`src/rtl/button_event_if.sv`:
```
// rtl/button_event_if.sv - level input and event output bundle of the button event decoder
interface button_event_if #(
    parameter int N = 1
);
    logic [N-1:0] level_in;
    logic [N-1:0] held;
    logic [N-1:0] press_pulse;
    logic [N-1:0] release_pulse;
    logic [N-1:0] long_pulse;
    logic [N-1:0] repeat_pulse;
    logic         event_any;

    modport master (
        output level_in,
        input  held,
        input  press_pulse,
        input  release_pulse,
        input  long_pulse,
        input  repeat_pulse,
        input  event_any
    );

    modport slave (
        input  level_in,
        output held,
        output press_pulse,
        output release_pulse,
        output long_pulse,
        output repeat_pulse,
        output event_any
    );
endinterface

```
`src/rtl/button_event_decoder.sv`:
```
// rtl/button_event_decoder.sv - per-channel press/release/long/repeat event decoder
module button_event_decoder #(
    parameter int N            = 1,
    parameter int LONG_TICKS   = 8,
    parameter int REPEAT_TICKS = 4,
    parameter int REPEAT_EN    = 1
) (
    input  logic            clk,
    input  logic            rst,
    button_event_if.slave   bus
);
    localparam int MAX_TICKS = (LONG_TICKS > REPEAT_TICKS) ? LONG_TICKS : REPEAT_TICKS;
    localparam int CNT_W     = $clog2(MAX_TICKS) + 1;

    localparam logic [CNT_W-1:0] LONG_LAST   = CNT_W'(LONG_TICKS - 1);
    localparam logic [CNT_W-1:0] REPEAT_LAST = CNT_W'(REPEAT_TICKS - 1);
    localparam logic [CNT_W-1:0] CNT_ONE     = CNT_W'(1);

    // Reject timer settings that would make long/repeat timing meaningless
    if (LONG_TICKS < 2) begin : g_bad_long
        $error("button_event_decoder: LONG_TICKS must be >= 2");
    end
    if (REPEAT_TICKS < 1) begin : g_bad_repeat
        $error("button_event_decoder: REPEAT_TICKS must be >= 1");
    end

    typedef enum logic [1:0] {
        IDLE    = 2'd0,
        PRESSED = 2'd1,
        HELD    = 2'd2
    } state_t;

    state_t           state    [N];
    state_t           state_nx [N];
    logic [CNT_W-1:0] cnt      [N];
    logic [CNT_W-1:0] cnt_nx   [N];
    logic [N-1:0]     press_nx;
    logic [N-1:0]     release_nx;
    logic [N-1:0]     long_nx;
    logic [N-1:0]     repeat_nx;

    // Next-state and event decode per channel; release always beats timer expiry
    always_comb begin
        press_nx   = '0;
        release_nx = '0;
        long_nx    = '0;
        repeat_nx  = '0;
        for (int i = 0; i < N; i++) begin
            state_nx[i] = state[i];
            cnt_nx[i]   = cnt[i];
            case (state[i])
                IDLE: begin
                    if (bus.level_in[i]) begin
                        press_nx[i] = 1'b1;
                        cnt_nx[i]   = '0;
                        state_nx[i] = PRESSED;
                    end
                end
                PRESSED: begin
                    if (!bus.level_in[i]) begin
                        release_nx[i] = 1'b1;
                        cnt_nx[i]     = '0;
                        state_nx[i]   = IDLE;
                    end else if (cnt[i] == LONG_LAST) begin
                        long_nx[i]  = 1'b1;
                        cnt_nx[i]   = '0;
                        state_nx[i] = HELD;
                    end else begin
                        cnt_nx[i] = cnt[i] + CNT_ONE;
                    end
                end
                HELD: begin
                    if (!bus.level_in[i]) begin
                        release_nx[i] = 1'b1;
                        cnt_nx[i]     = '0;
                        state_nx[i]   = IDLE;
                    end else if (REPEAT_EN != 0) begin
                        if (cnt[i] == REPEAT_LAST) begin
                            repeat_nx[i] = 1'b1;
                            cnt_nx[i]    = '0;
                        end else begin
                            cnt_nx[i] = cnt[i] + CNT_ONE;
                        end
                    end else begin
                        cnt_nx[i] = '0;
                    end
                end
                default: begin
                    cnt_nx[i]   = '0;
                    state_nx[i] = IDLE;
                end
            endcase
        end
    end

    // Channel state, counters and all registered outputs; reset drops any hold silently
    always_ff @(posedge clk or negedge rst) begin
        if (!rst) begin
            for (int i = 0; i < N; i++) begin
                state[i] <= IDLE;
                cnt[i]   <= '0;
            end
            bus.held          <= '0;
            bus.press_pulse   <= '0;
            bus.release_pulse <= '0;
            bus.long_pulse    <= '0;
            bus.repeat_pulse  <= '0;
            bus.event_any     <= 1'b0;
        end else begin
            for (int i = 0; i < N; i++) begin
                state[i] <= state_nx[i];
                cnt[i]   <= cnt_nx[i];
            end
            bus.held          <= bus.level_in;
            bus.press_pulse   <= press_nx;
            bus.release_pulse <= release_nx;
            bus.long_pulse    <= long_nx;
            bus.repeat_pulse  <= repeat_nx;
            bus.event_any     <= |{press_nx, release_nx, long_nx, repeat_nx};
        end
    end
endmodule

```
`src/flat_wrapper.sv`:
```
// flat-port wrapper written by rule: the top's interface ports become plain ports
module button_event_decoder_flat 
#(
    parameter int N            = 1,
    parameter int LONG_TICKS   = 8,
    parameter int REPEAT_TICKS = 4,
    parameter int REPEAT_EN    = 1
)
  (clk, rst, bus_level_in, bus_held, bus_press_pulse, bus_release_pulse, bus_long_pulse, bus_repeat_pulse, bus_event_any);
  button_event_if #(.N(N)) bus_i ();
  input  logic clk;
  input  logic rst;
  input wire logic [$bits(bus_i.level_in)-1:0] bus_level_in;
  output wire logic [$bits(bus_i.held)-1:0] bus_held;
  output wire logic [$bits(bus_i.press_pulse)-1:0] bus_press_pulse;
  output wire logic [$bits(bus_i.release_pulse)-1:0] bus_release_pulse;
  output wire logic [$bits(bus_i.long_pulse)-1:0] bus_long_pulse;
  output wire logic [$bits(bus_i.repeat_pulse)-1:0] bus_repeat_pulse;
  output wire logic [$bits(bus_i.event_any)-1:0] bus_event_any;
  assign bus_i.level_in = bus_level_in;
  assign bus_held = bus_i.held;
  assign bus_press_pulse = bus_i.press_pulse;
  assign bus_release_pulse = bus_i.release_pulse;
  assign bus_long_pulse = bus_i.long_pulse;
  assign bus_repeat_pulse = bus_i.repeat_pulse;
  assign bus_event_any = bus_i.event_any;
  button_event_decoder #(.N(N), .LONG_TICKS(LONG_TICKS), .REPEAT_TICKS(REPEAT_TICKS), .REPEAT_EN(REPEAT_EN)) u_core (.clk(clk), .rst(rst), .bus(bus_i));
endmodule
```
`config.mk`:
```
export PLATFORM = sky130hd
export DESIGN_NAME = button_event_decoder_flat
export DESIGN_NICKNAME = d
export VERILOG_FILES = /design/src/rtl/button_event_if.sv /design/src/rtl/button_event_decoder.sv /design/src/flat_wrapper.sv
export SDC_FILE = /design/constraint.sdc
export NUM_CORES = 1
export LEC_CHECK = 0
export CAP_MARGIN = 5
export CORE_MARGIN = 5
export CORE_UTILIZATION = 30
export DETAILED_ROUTE_END_ITERATION = 8
export DONT_BUFFER_PORTS = 1
export GPL_TIMING_DRIVEN = 0
export PLACE_DENSITY = 0.52
export SYNTH_ARGS = -nofsm -noshare
export SYNTH_HDL_FRONTEND = slang
export SYNTH_SLANG_ARGS = --single-unit
```
`constraint.sdc`:
```
create_clock -name clk -period 3.2 [get_ports clk]
set_input_delay 0.32 -clock clk [delete_from_list [all_inputs] [get_ports clk]]
set_output_delay 0.32 -clock clk [all_outputs]
set_load 0.02 [all_outputs]
```
## Word level (Yosys, flattened, before mapping)

Index checks and enable logic that the tools add are counted.

- Register bits: 12
- Logic and storage cells: 41
- Output and inout bits: 6
- Input bits: 3

- $add $sub $neg: 1
- Eq/ne operators: 7
- Multiplexer cells: 21
- Reduce and logical (&&, ||, !) cells: 4

Operators by type and width:

| cell | count |
|---|---|
| $mux W4 | 5 |
| $pmux W4 S3 | 1 |
| $mux W1 | 10 |
| $mux W2 | 4 |
| $pmux W2 S3 | 1 |
| $add A4 B1 Y4 const B | 1 |
| $eq A4 B2 Y1 const B | 1 |
| $eq A4 B3 Y1 const B | 1 |
| $ne A2 B2 Y1 const B | 2 |
| $reduce_or A4 Y1 | 1 |
| $ne A3 B2 Y1 const B | 1 |
| $reduce_and A3 Y1 | 1 |
| $eq A2 B1 Y1 const B | 1 |
| $eq A2 B2 Y1 const B | 1 |
| $logic_not A2 Y1 | 1 |
| $reduce_or A2 Y1 | 1 |

## Depth between registers and ports, before layout

- Depth after elaboration: 5
- Gate-level depth with buffers: 6
- Depth with buffers taken out: 6

## Worst setup path before layout

OpenSTA, ideal clock, no wires.

- Path kind: flip-flop to flip-flop
- Start point: reg u_core.state[0] (netlist name)
- End point: reg u_core.cnt[3] (netlist name)
- Setup time: 0.064 ns
- Path buffers: 0
- Cell stages (with the launch flop): 7
- Arrival time: 1.414 ns
- Data required time: 3.136 ns
- Setup slack: 1.722 ns
- Period minus slack after synthesis: 1.478 ns
- Cell sequence: dfrtp_1 > inv_1 > ha_1 > o211ai_1 > or3_4 > a21oi_2 > a21o_1

- Longest elaborated chain between the ends: 2
- Elaborated cells on any way between the ends: 5
- Those cells by class: 3 x eq/ne; 1 x mux; 1 x reduce/logical

RTL lines:

| item | line | RTL |
|---|---|---|
| start: declaration | button_event_decoder.sv:33 | `state_t state [N];` |
| start signal: indexed assignment | button_event_decoder.sv:111 | `state[i] <= state_nx[i];` |
| $eq A2 B2 Y1, or another cell as far along | button_event_decoder.sv:51 | `case (state[i])` |
| $pmux W4 S3 / $ne A2 B2 Y1 (equally long branches) | -- |  |
| end signal: indexed assignment | button_event_decoder.sv:112 | `cnt[i] <= cnt_nx[i];` |
| end: declaration | button_event_decoder.sv:35 | `logic [CNT_W-1:0] cnt [N];` |

Several ways; a longest one is shown, not always the timed one.
A chain may end at the register's enable or synchronous reset.

## Worst setup path after layout

Same ends and word-level chain as after synthesis.

==> flow_summary.ini <==
[clock_network]
clock-root-buffer = clkbuf_4
cts.sink_count = 12
numCtsBuffers = 3
cts.path.max_buffers = 2
clkTransAtPathRegs_ps = 80
insertion_delay_ps = 270
postCtsHoldBufs = 1
ctsResizeCount = 0
htree_levels = 1
cts_tree = yes
cts_setup_buffers = 0

[critical_path]
startpoint_type = flop
crit_path_end_kind = flop
crit_arrival_ps = 1850
path_class = reg2reg
required_ps = 3410
cp_max_fo = 4

[global_routing]
gr-total-overflow = 0
gr-usage-all-layers_pct = 9.35
grt_first_pass_wirelength_um = 1820
antenna_found_initial = 0
grt_start_max_net_pins = 13
grt_pass1_vias = 394

[layout]
final_util_pct = 35.2
fin_nets = 69
final_area_um2 = 676
areaGrowthSynthToFinish_pct = 13.4
num_antenna_cells = 0
drive_gt1_share_pct = 13.1

[floorplan]
fp.dieW_um = 54.6
dieArea_um2 = 2980
start_util_pct = 31.0
core_area_um2 = 1920
num_io_pins = 9
fp.dieH_um = 54.6
num_rows = 16

[placed_design]
place_ws_ps = 1590
place_area_um2 = 629
portBuffers = 0
gp_congestion = 0.778
hpwl_um = 782

[timing]
tightest_slew_ps = 542
finClkSkew_ps = 4.36
min_period_over_period_pct = 51.2
period_needed_ps = 1640
setup_viol = 0
holdWs_ps = 76.7
rsz0062_at_grt = no
worst_slack_ps = 1560
fmax_mhz = 610
slew_viol_final = 0
setup-tns-final_ps = 0
slew_headroom_pct = 63.7
hold_viol = 0

[run]
drv_cap = 0

[drt]
first_iter_violations = 6
drt_first_pass_iters = 2
routed.top_layer = met4
drc = 0
wl_met3_um = 70
vias = 420
via_per_inst = 4.77
wl_met2_um = 407
post_drt_wl_per_cell_um = 11.6
drt-total-wl_um = 1020
wl_met1_um = 508
postRouteAntennaNets = 0

[yosys]
netlist.top_cell.by_area = dfrtp_1
async_reset_ff_share_pct = 100
synthCells = 56
avgSynthCellArea_um2 = 10.6
syn_nets = 63
ys_types = 27
synth_edf_count = 0
synth.area.top_cells = dfrtp_1, ha_1, inv_1
synthFlopType = dfrtp_1
ys_seq_elements = 12
syn-cell-area_um2 = 596
yosysSeqAreaShare_pct = 50.4
yosysTopAreaCellShare_pct = 50.4
ys_warn_count = 0

[power_and_ir_drop]
p_leak_uw = 0.000301
vdd_ir_drop_max_mv = 0.215
p_per_area_nw_per_um2 = 661

[run_status]
outcome = finished, final reports clean

[min_path]
hp-class = in2reg
==> per-layer routing <==
metal  global-route usage (%)  vias to the layer above
met5                        0                        -
met4                     7.47                        0
met3                     4.90                        5
met2                     13.3                       12
met1                     10.2                      195
li1                         -                      208
==> cell usage after synthesis, types with 2 or more instances <==
master / instances
ha_1: 4
nor4b_1: 2
nor2b_1: 2
inv_1: 5
and2_1: 2
o21ai_1: 2
a21oi_1: 2
nand2_1: 4
dfrtp_1: 12
o21ai_0: 2
nor2_1: 3
==> cells by family (layout without fill, tap and decap cells) <==
| group | after synthesis | after routing | share of synthesized area [%] |
|---|---|---|---|
| DFF | 12 | 12 | 50.4 |
| adders and majority gates | 4 | 4 | 8.40 |
| muxes | 1 | 1 | 1.89 |
| AOI/OAI and AO/OA | 13 | 13 | 14.3 |
| and+or+nand+nor | 20 | 20 | 21.0 |
| buffers and inverters | 6 | 11 | 3.99 |
==> worst paths after layout <==
kind / startpoint / end / slack (ps) / cells after the start
hold / removal: bus_level_in / u_core.bus.held / 80 / 0
hold reg to reg: u_core.cnt[0] / u_core.cnt[0] / 520 / 1
setup / recovery: u_core.state[0] / u_core.cnt[3] / 1560 / 6
setup reg to reg: u_core.state[0] / u_core.cnt[3] / 1560 / 6
max in group asynchronous: rst / u_core.cnt[3] / 2370 / 1
min in group asynchronous: rst / u_core.bus.press_pulse / 470 / 1
==> cell type report <==
| cell class | instances | area, µm² |
|---|---|---|
| Multi-Input combinational cell | 38 | 272 |
| Timing Repair Buffer | 1 | 10.0 |
| Clock buffer | 4 | 36.3 |
| Sequential cell | 12 | 300 |
| Inverter | 5 | 18.8 |
| Fill cell | 211 | 1250 |
| Buffer | 1 | 5.00 |
| Tap cell | 27 | 33.8 |
==> layout by cell type, fill, tap and decap left out, types with 2 or more instances in the layout <==
cell type / count
ha_1: 4
a21oi_1: 2
clkbuf_4: 3
inv_1: 5
nor4b_1: 2
nor2_1: 3
o21ai_0: 2
nand2_1: 4
and2_1: 2
dfrtp_1: 12
nor2b_1: 2
o21ai_1: 2
==> power by group <==
part | switching [µW] | internal, µW | leakage (µW)
Clock | 49.3 | 69.1 | 0.0000210
Sequential | 35.6 | 178 | 0.000158
Combinational | 63.4 | 51.5 | 0.000122
==> critical path: stages, from the launching register on <==
cell      delay [ps]
dfrtp_1          400
inv_1             80
ha_1             330
o211ai_1         150
or3_4            430
a21oi_2          110
a21o_1            90
==> flip-flops by register name, summed over array words and instances, names as in the netlist <==
signal / cells
u_core.bus.event_any: 1
u_core.bus.held: 1
u_core.bus.long_pulse: 1
u_core.bus.press_pulse: 1
u_core.bus.release_pulse: 1
u_core.bus.repeat_pulse: 1
u_core.cnt: 4
u_core.state: 2
==> metrics by stage <==
step                total power (µW)  std cells
floorplan                        301         56
global placement                 324         83
detailed placement               329         83
CTS                              453         88
global route                     482         88
finish                           446         88
Power figures use the tool's default switching activity.
